==> src/rtl/des_inv_if.sv <==
// Data-path bundle for des_inv: direction flag, 64-bit block, sixteen 48-bit
// round subkeys (encrypt order) and the registered result.
interface des_inv_if;
  logic        flag;
  logic [0:63] des_in;
  logic [0:47] k1, k2, k3, k4, k5, k6, k7, k8;
  logic [0:47] k9, k10, k11, k12, k13, k14, k15, k16;
  logic [0:63] des_out;

  modport master (
    output flag, des_in,
    output k1, k2, k3, k4, k5, k6, k7, k8,
    output k9, k10, k11, k12, k13, k14, k15, k16,
    input  des_out
  );

  modport slave (
    input  flag, des_in,
    input  k1, k2, k3, k4, k5, k6, k7, k8,
    input  k9, k10, k11, k12, k13, k14, k15, k16,
    output des_out
  );
endinterface

==> src/rtl/des_inv.sv <==
// Fully unrolled single-cycle DES encrypt/decrypt core with a registered output.
// Define DES_INV_IN_REG_EN to add an input register stage (latency 2 instead of 1).
module des_inv (
  input  logic       clk,
  input  logic       rst,
  des_inv_if.slave   bus
);

  localparam int IP_TAB [64] = '{
    58, 50, 42, 34, 26, 18, 10, 2, 60, 52, 44, 36, 28, 20, 12, 4,
    62, 54, 46, 38, 30, 22, 14, 6, 64, 56, 48, 40, 32, 24, 16, 8,
    57, 49, 41, 33, 25, 17,  9, 1, 59, 51, 43, 35, 27, 19, 11, 3,
    61, 53, 45, 37, 29, 21, 13, 5, 63, 55, 47, 39, 31, 23, 15, 7};

  localparam int FP_TAB [64] = '{
    40, 8, 48, 16, 56, 24, 64, 32, 39, 7, 47, 15, 55, 23, 63, 31,
    38, 6, 46, 14, 54, 22, 62, 30, 37, 5, 45, 13, 53, 21, 61, 29,
    36, 4, 44, 12, 52, 20, 60, 28, 35, 3, 43, 11, 51, 19, 59, 27,
    34, 2, 42, 10, 50, 18, 58, 26, 33, 1, 41,  9, 49, 17, 57, 25};

  localparam int E_TAB [48] = '{
    32,  1,  2,  3,  4,  5,  4,  5,  6,  7,  8,  9,
     8,  9, 10, 11, 12, 13, 12, 13, 14, 15, 16, 17,
    16, 17, 18, 19, 20, 21, 20, 21, 22, 23, 24, 25,
    24, 25, 26, 27, 28, 29, 28, 29, 30, 31, 32,  1};

  localparam int P_TAB [32] = '{
    16,  7, 20, 21, 29, 12, 28, 17,  1, 15, 23, 26,  5, 18, 31, 10,
     2,  8, 24, 14, 32, 27,  3,  9, 19, 13, 30,  6, 22, 11,  4, 25};

  // Each row is one S-box flattened as row*16 + column.
  localparam int SBOX [8][64] = '{
    '{14,4,13,1,2,15,11,8,3,10,6,12,5,9,0,7, 0,15,7,4,14,2,13,1,10,6,12,11,9,5,3,8, 4,1,14,8,13,6,2,11,15,12,9,7,3,10,5,0, 15,12,8,2,4,9,1,7,5,11,3,14,10,0,6,13},
    '{15,1,8,14,6,11,3,4,9,7,2,13,12,0,5,10, 3,13,4,7,15,2,8,14,12,0,1,10,6,9,11,5, 0,14,7,11,10,4,13,1,5,8,12,6,9,3,2,15, 13,8,10,1,3,15,4,2,11,6,7,12,0,5,14,9},
    '{10,0,9,14,6,3,15,5,1,13,12,7,11,4,2,8, 13,7,0,9,3,4,6,10,2,8,5,14,12,11,15,1, 13,6,4,9,8,15,3,0,11,1,2,12,5,10,14,7, 1,10,13,0,6,9,8,7,4,15,14,3,11,5,2,12},
    '{7,13,14,3,0,6,9,10,1,2,8,5,11,12,4,15, 13,8,11,5,6,15,0,3,4,7,2,12,1,10,14,9, 10,6,9,0,12,11,7,13,15,1,3,14,5,2,8,4, 3,15,0,6,10,1,13,8,9,4,5,11,12,7,2,14},
    '{2,12,4,1,7,10,11,6,8,5,3,15,13,0,14,9, 14,11,2,12,4,7,13,1,5,0,15,10,3,9,8,6, 4,2,1,11,10,13,7,8,15,9,12,5,6,3,0,14, 11,8,12,7,1,14,2,13,6,15,0,9,10,4,5,3},
    '{12,1,10,15,9,2,6,8,0,13,3,4,14,7,5,11, 10,15,4,2,7,12,9,5,6,1,13,14,0,11,3,8, 9,14,15,5,2,8,12,3,7,0,4,10,1,13,11,6, 4,3,2,12,9,5,15,10,11,14,1,7,6,0,8,13},
    '{4,11,2,14,15,0,8,13,3,12,9,7,5,10,6,1, 13,0,11,7,4,9,1,10,14,3,5,12,2,15,8,6, 1,4,11,13,12,3,7,14,10,15,6,8,0,5,9,2, 6,11,13,8,1,4,10,7,9,5,0,15,14,2,3,12},
    '{13,2,8,4,6,15,11,1,10,9,3,14,5,0,12,7, 1,15,13,8,10,3,7,4,12,5,6,11,0,14,9,2, 7,11,4,1,9,12,14,2,0,6,10,13,15,3,5,8, 2,1,14,7,4,10,8,13,15,12,9,0,3,5,6,11}};

  function automatic logic [0:63] permute_ip(input logic [0:63] d);
    for (int i = 0; i < 64; i++) permute_ip[i] = d[6'(IP_TAB[i] - 1)];
  endfunction

  function automatic logic [0:63] permute_fp(input logic [0:63] d);
    for (int i = 0; i < 64; i++) permute_fp[i] = d[6'(FP_TAB[i] - 1)];
  endfunction

  function automatic logic [0:31] feistel(input logic [0:31] r, input logic [0:47] k);
    logic [0:47] x;
    logic [0:31] s;
    logic [5:0]  g;
    for (int i = 0; i < 48; i++) x[i] = r[5'(E_TAB[i] - 1)] ^ k[i];
    for (int b = 0; b < 8; b++) begin
      g = x[b*6 +: 6];
      s[b*4 +: 4] = 4'(SBOX[b][{g[5], g[0], g[4:1]}]);
    end
    for (int i = 0; i < 32; i++) feistel[i] = s[5'(P_TAB[i] - 1)];
  endfunction

  logic [0:47] key_in  [16];
  logic [0:47] cur_key [16];
  logic [0:63] cur_data;
  logic        cur_flag;
  logic [0:63] result;

  always_comb begin
    key_in[0]  = bus.k1;  key_in[1]  = bus.k2;  key_in[2]  = bus.k3;  key_in[3]  = bus.k4;
    key_in[4]  = bus.k5;  key_in[5]  = bus.k6;  key_in[6]  = bus.k7;  key_in[7]  = bus.k8;
    key_in[8]  = bus.k9;  key_in[9]  = bus.k10; key_in[10] = bus.k11; key_in[11] = bus.k12;
    key_in[12] = bus.k13; key_in[13] = bus.k14; key_in[14] = bus.k15; key_in[15] = bus.k16;
  end

`ifdef DES_INV_IN_REG_EN
  always_ff @(posedge clk) begin
    if (!rst) begin
      cur_flag <= 1'b0;
      cur_data <= '0;
      for (int i = 0; i < 16; i++) cur_key[i] <= '0;
    end else begin
      cur_flag <= bus.flag;
      cur_data <= bus.des_in;
      cur_key  <= key_in;
    end
  end
`else
  always_comb begin
    cur_flag = bus.flag;
    cur_data = bus.des_in;
    cur_key  = key_in;
  end
`endif

  // Decryption is the same network walked with the subkey list reversed.
  always_comb begin
    logic [0:63] lr;
    logic [0:31] l, r, t;
    logic [0:47] rk;
    lr = permute_ip(cur_data);
    l  = lr[0:31];
    r  = lr[32:63];
    for (int i = 0; i < 16; i++) begin
      rk = cur_flag ? cur_key[i] : cur_key[15 - i];
      t  = r;
      r  = l ^ feistel(r, rk);
      l  = t;
    end
    result = permute_fp({r, l});
  end

  always_ff @(posedge clk) begin
    if (!rst) bus.des_out <= '0;
    else      bus.des_out <= result;
  end

endmodule

==> src/flat_wrapper.sv <==
// flat-port wrapper written by rule: the top's interface ports become plain ports
module des_inv_flat 
  (clk, rst, bus_flag, bus_des_in, bus_k1, bus_k2, bus_k3, bus_k4, bus_k5, bus_k6, bus_k7, bus_k8, bus_k9, bus_k10, bus_k11, bus_k12, bus_k13, bus_k14, bus_k15, bus_k16, bus_des_out);
  des_inv_if bus_i ();
  input  logic clk;
  input  logic rst;
  input wire logic [$bits(bus_i.flag)-1:0] bus_flag;
  input wire logic [$bits(bus_i.des_in)-1:0] bus_des_in;
  input wire logic [$bits(bus_i.k1)-1:0] bus_k1;
  input wire logic [$bits(bus_i.k2)-1:0] bus_k2;
  input wire logic [$bits(bus_i.k3)-1:0] bus_k3;
  input wire logic [$bits(bus_i.k4)-1:0] bus_k4;
  input wire logic [$bits(bus_i.k5)-1:0] bus_k5;
  input wire logic [$bits(bus_i.k6)-1:0] bus_k6;
  input wire logic [$bits(bus_i.k7)-1:0] bus_k7;
  input wire logic [$bits(bus_i.k8)-1:0] bus_k8;
  input wire logic [$bits(bus_i.k9)-1:0] bus_k9;
  input wire logic [$bits(bus_i.k10)-1:0] bus_k10;
  input wire logic [$bits(bus_i.k11)-1:0] bus_k11;
  input wire logic [$bits(bus_i.k12)-1:0] bus_k12;
  input wire logic [$bits(bus_i.k13)-1:0] bus_k13;
  input wire logic [$bits(bus_i.k14)-1:0] bus_k14;
  input wire logic [$bits(bus_i.k15)-1:0] bus_k15;
  input wire logic [$bits(bus_i.k16)-1:0] bus_k16;
  output wire logic [$bits(bus_i.des_out)-1:0] bus_des_out;
  assign bus_i.flag = bus_flag;
  assign bus_i.des_in = bus_des_in;
  assign bus_i.k1 = bus_k1;
  assign bus_i.k2 = bus_k2;
  assign bus_i.k3 = bus_k3;
  assign bus_i.k4 = bus_k4;
  assign bus_i.k5 = bus_k5;
  assign bus_i.k6 = bus_k6;
  assign bus_i.k7 = bus_k7;
  assign bus_i.k8 = bus_k8;
  assign bus_i.k9 = bus_k9;
  assign bus_i.k10 = bus_k10;
  assign bus_i.k11 = bus_k11;
  assign bus_i.k12 = bus_k12;
  assign bus_i.k13 = bus_k13;
  assign bus_i.k14 = bus_k14;
  assign bus_i.k15 = bus_k15;
  assign bus_i.k16 = bus_k16;
  assign bus_des_out = bus_i.des_out;
  des_inv u_core (.clk(clk), .rst(rst), .bus(bus_i));
endmodule
==> config.mk <==
export PLATFORM = sky130hd
export DESIGN_NAME = des_inv_flat
export DESIGN_NICKNAME = d
export VERILOG_FILES = /design/src/rtl/des_inv_if.sv /design/src/rtl/des_inv.sv /design/src/flat_wrapper.sv
export SDC_FILE = /design/constraint.sdc
export NUM_CORES = 2
export LEC_CHECK = 0
export CELL_PAD_IN_SITES_DETAIL_PLACEMENT = 1
export CELL_PAD_IN_SITES_GLOBAL_PLACEMENT = 1
export CORE_AREA = 2 2 348 350
export DETAILED_ROUTE_END_ITERATION = 8
export DIE_AREA = 0 0 350 352
export HOLD_SLACK_MARGIN = 0.1
export PLACE_DENSITY_LB_ADDON = 0.1
export SETUP_SLACK_MARGIN = 0.3
export SLEW_MARGIN = 10
export SYNTH_ARGS = -nofsm -noshare
export SYNTH_HDL_FRONTEND = slang
export SYNTH_SLANG_ARGS = --single-unit
==> constraint.sdc <==
create_clock -name clk -period 65.2 [get_ports clk]
set_input_delay 19.56 -clock clk [delete_from_list [all_inputs] [get_ports clk]]
set_output_delay 19.56 -clock clk [all_outputs]
set_load 0.01 [all_outputs]
==> results.py <==
metrics = {
    "run_status": {
        "outcome": "finished, final reports clean",
    },
    "global_routing": {
        "grt_pass1_wl_um": 221000,
        "track_usage_pct": 22.5,
        "grt_antenna_before_repair": 29,
        "grt_pass1_vias": 36000,
        "grt_start_max_net_pins": 58,
        "grt_ovf": 0,
    },
    "job": {
        "timing.max_cap.violations": 0,
    },
    "layout": {
        "max_ffs_per_register": 16,
        "area_delta_synth_final_pct": 14.1,
        "largest_registers": "u_core.bus.des_out: 16 flops",
        "layout_nets": 6216,
        "drive_above_1_share_pct": 8.91,
        "registers.top_by_ff_count": "u_core.bus.des_out",
    },
    "setup_path": {
        "critical-path-max-stage-delay_ns": 0.93,
        "crit_required_ns": 65.37,
        "worst-path-buf-inv": 5,
        "cp.depth": 90,
        "worst-setup-path-type": "primary input to flop",
        "worst_path_most_repeated_cell": "sky130_fd_sc_hd__mux2i_1",
        "crit_family": "compound AO/OA/AOI/OAI gates",
        "start_kind": "primary input",
        "cp-end-kind": "flop",
        "critical_path_peak_fanout": 44,
        "crit_slowest_cell": "sky130_fd_sc_hd__xnor2_1",
        "cp_data_arrival_time_ns": 47.53,
    },
    "synthesis": {
        "yosys.cell_types.count": 148,
        "synth_largest_type_area_fraction_pct": 12.3,
        "syn-instance-count": 4784,
        "synth-edff-count": 0,
        "leading_cell_type_by_number_of_instances_after_synthesis": "sky130_fd_sc_hd__nand2_1",
        "synth.top_cells.by_count": "sky130_fd_sc_hd__nand2_1, sky130_fd_sc_hd__nor2_1, sky130_fd_sc_hd__mux2i_1",
        "synth.avg_cell_area_um2": 7.46,
        "post_synth_instance_area_mm2": 0.0357,
        "most_used_flip_flop_cell_after_synthesis": "sky130_fd_sc_hd__dfxtp_1",
        "seq_area_frac_synth_pct": 0.898,
        "synth_top_cell_by_area": "sky130_fd_sc_hd__ha_1",
        "ys_warn_count": 0,
        "synth-seq-cells": 16,
        "netlist_top_cells_area": "sky130_fd_sc_hd__ha_1, sky130_fd_sc_hd__mux2i_1, sky130_fd_sc_hd__xnor2_1",
        "postSynth.asyncResetShare_pct": 0,
    },
    "floorplan": {
        "ios": 899,
        "core_region_area_mm2": 0.119,
        "floorplan.initialDensity_pct": 29.9,
        "die_width_um": 350,
        "chipHeight_um": 352,
        "num_rows": 127,
        "floorplan.die_area_mm2": 0.123,
    },
    "cts": {
        "cts_root_buf": "sky130_fd_sc_hd__clkbuf_16",
        "cts_post_setup_buffers_inserted": 0,
        "cts_htree_levels": 1,
        "ctsLongestPathBuffers": 2,
        "cts_sinks": 16,
        "clock_slew_at_the_register_clock_pins_of_the_worst_setup_and_hold_paths_ns": 0.05,
        "post_cts_resized": 0,
        "ctsHoldBuffers": 0,
        "tritoncts": "built",
        "tritoncts.num_buffers": 3,
    },
    "timing": {
        "maxSlewHeadroom_pct": 22.2,
        "finalCriticalPeriod_ns": 47.36,
        "tns_ns": 0,
        "fin_crit_sh_pct": 72.6,
        "final-max-slew-violation-count": 0,
        "worstMarginPinSlew_ns": 1.13,
        "timing.fmax_mhz": 21.1,
        "report.final.hold_viol_count": 0,
        "grt_setup_unrepaired": "no",
        "setup_violations": 0,
    },
    "routing": {
        "num_vias": 36900,
        "detail_route.drc_violations": 0,
        "ant_nets": 0,
        "drtIter0Drc": 1996,
        "drtPass1Iterations": 7,
        "routedWlPerCell_um": 22.0,
        "drt_wl_total_um": 146000,
        "viasPerCell": 5.56,
    },
    "placed_design": {
        "place.gp.congestion": 0.884,
        "detailedPlacementHpwl_um": 122000,
        "portBuffers": 383,
    },
    "worst_hold_path": {
        "number_of_cells_on_the_worst_hold_path": 2,
        "class_of_the_tightest_hold_or_removal_check": "primary input to flop",
    },
}
per-layer routing:
metal / up-vias / GRT usage [%] / share of wire, %
met3: 79 / 2.10 / 4.1
li1: 18200 / - / -
met2: 619 / 37.5 / 46
met1: 18000 / 31.9 / 49
met5: - / 0 / 0.12
met4: 28 / 3.29 / 1.3
layout by cell type (no fill, tap or decap), types with 165 or more instances in the layout:
cell type and count:
sky130_fd_sc_hd__nand2_1 459, sky130_fd_sc_hd__a21oi_1 277, sky130_fd_sc_hd__inv_1 177, sky130_fd_sc_hd__mux2_2 185, sky130_fd_sc_hd__xnor2_1 312, sky130_fd_sc_hd__nor2_1 403
sky130_fd_sc_hd__clkdlybuf4s50_1 382, sky130_fd_sc_hd__o21ai_0 236, sky130_fd_sc_hd__nor3_1 165, sky130_fd_sc_hd__ha_1 352, sky130_fd_sc_hd__mux2i_1 399
stage by stage:
step	cells	area, µm²	hold slack (ns)	utilization (%)	setup WS, ns
4_1_cts	6640	40700	20.16	34.1	17.58
3_5_place_dp	6636	40600	20.31	34.0	17.39
6_report	6645	40700	20.15	34.1	17.84
2_1_floorplan	4831	35800	19.68	-	13.17
3_3_place_gp	6636	40600	20.31	34.0	17.57
5_1_grt	6642	40700	20.16	34.1	15.63
worst paths after layout:
path / slack (ns) / startpoint / to
setup / recovery: 17.84 / bus_flag / u_core.bus.des_out[23]
hold / removal: 20.15 / rst / u_core.bus.des_out[13]
logic make-up (layout without fill, tap and decap cells):
kind of cell	count (synthesis)	in the layout	synth area share, %
compound gates	1301	1301	25.5
xor+xnor	465	465	13.8
fa+ha+maj	352	352	12.3
buf+inv	451	648	6.63
flops	16	16	0.898
mux	639	639	19.7
other cells	1	53	0.0105
simple gates	1559	1559	21.1
final cells by class:
class,instances,area [µm²]
Timing Repair Buffer,455,4380
Tap cell,1612,2020
Multi-Input combinational cell,4364,33200
Inverter,189,709
Antenna cell,5,12.5
Sequential cell,16,320
Clock buffer,4,88.8
Fill cell,14600,78600
Power is not shown: default switching activity piles up to over one toggle a cycle in this logic, so the estimate is an artifact.
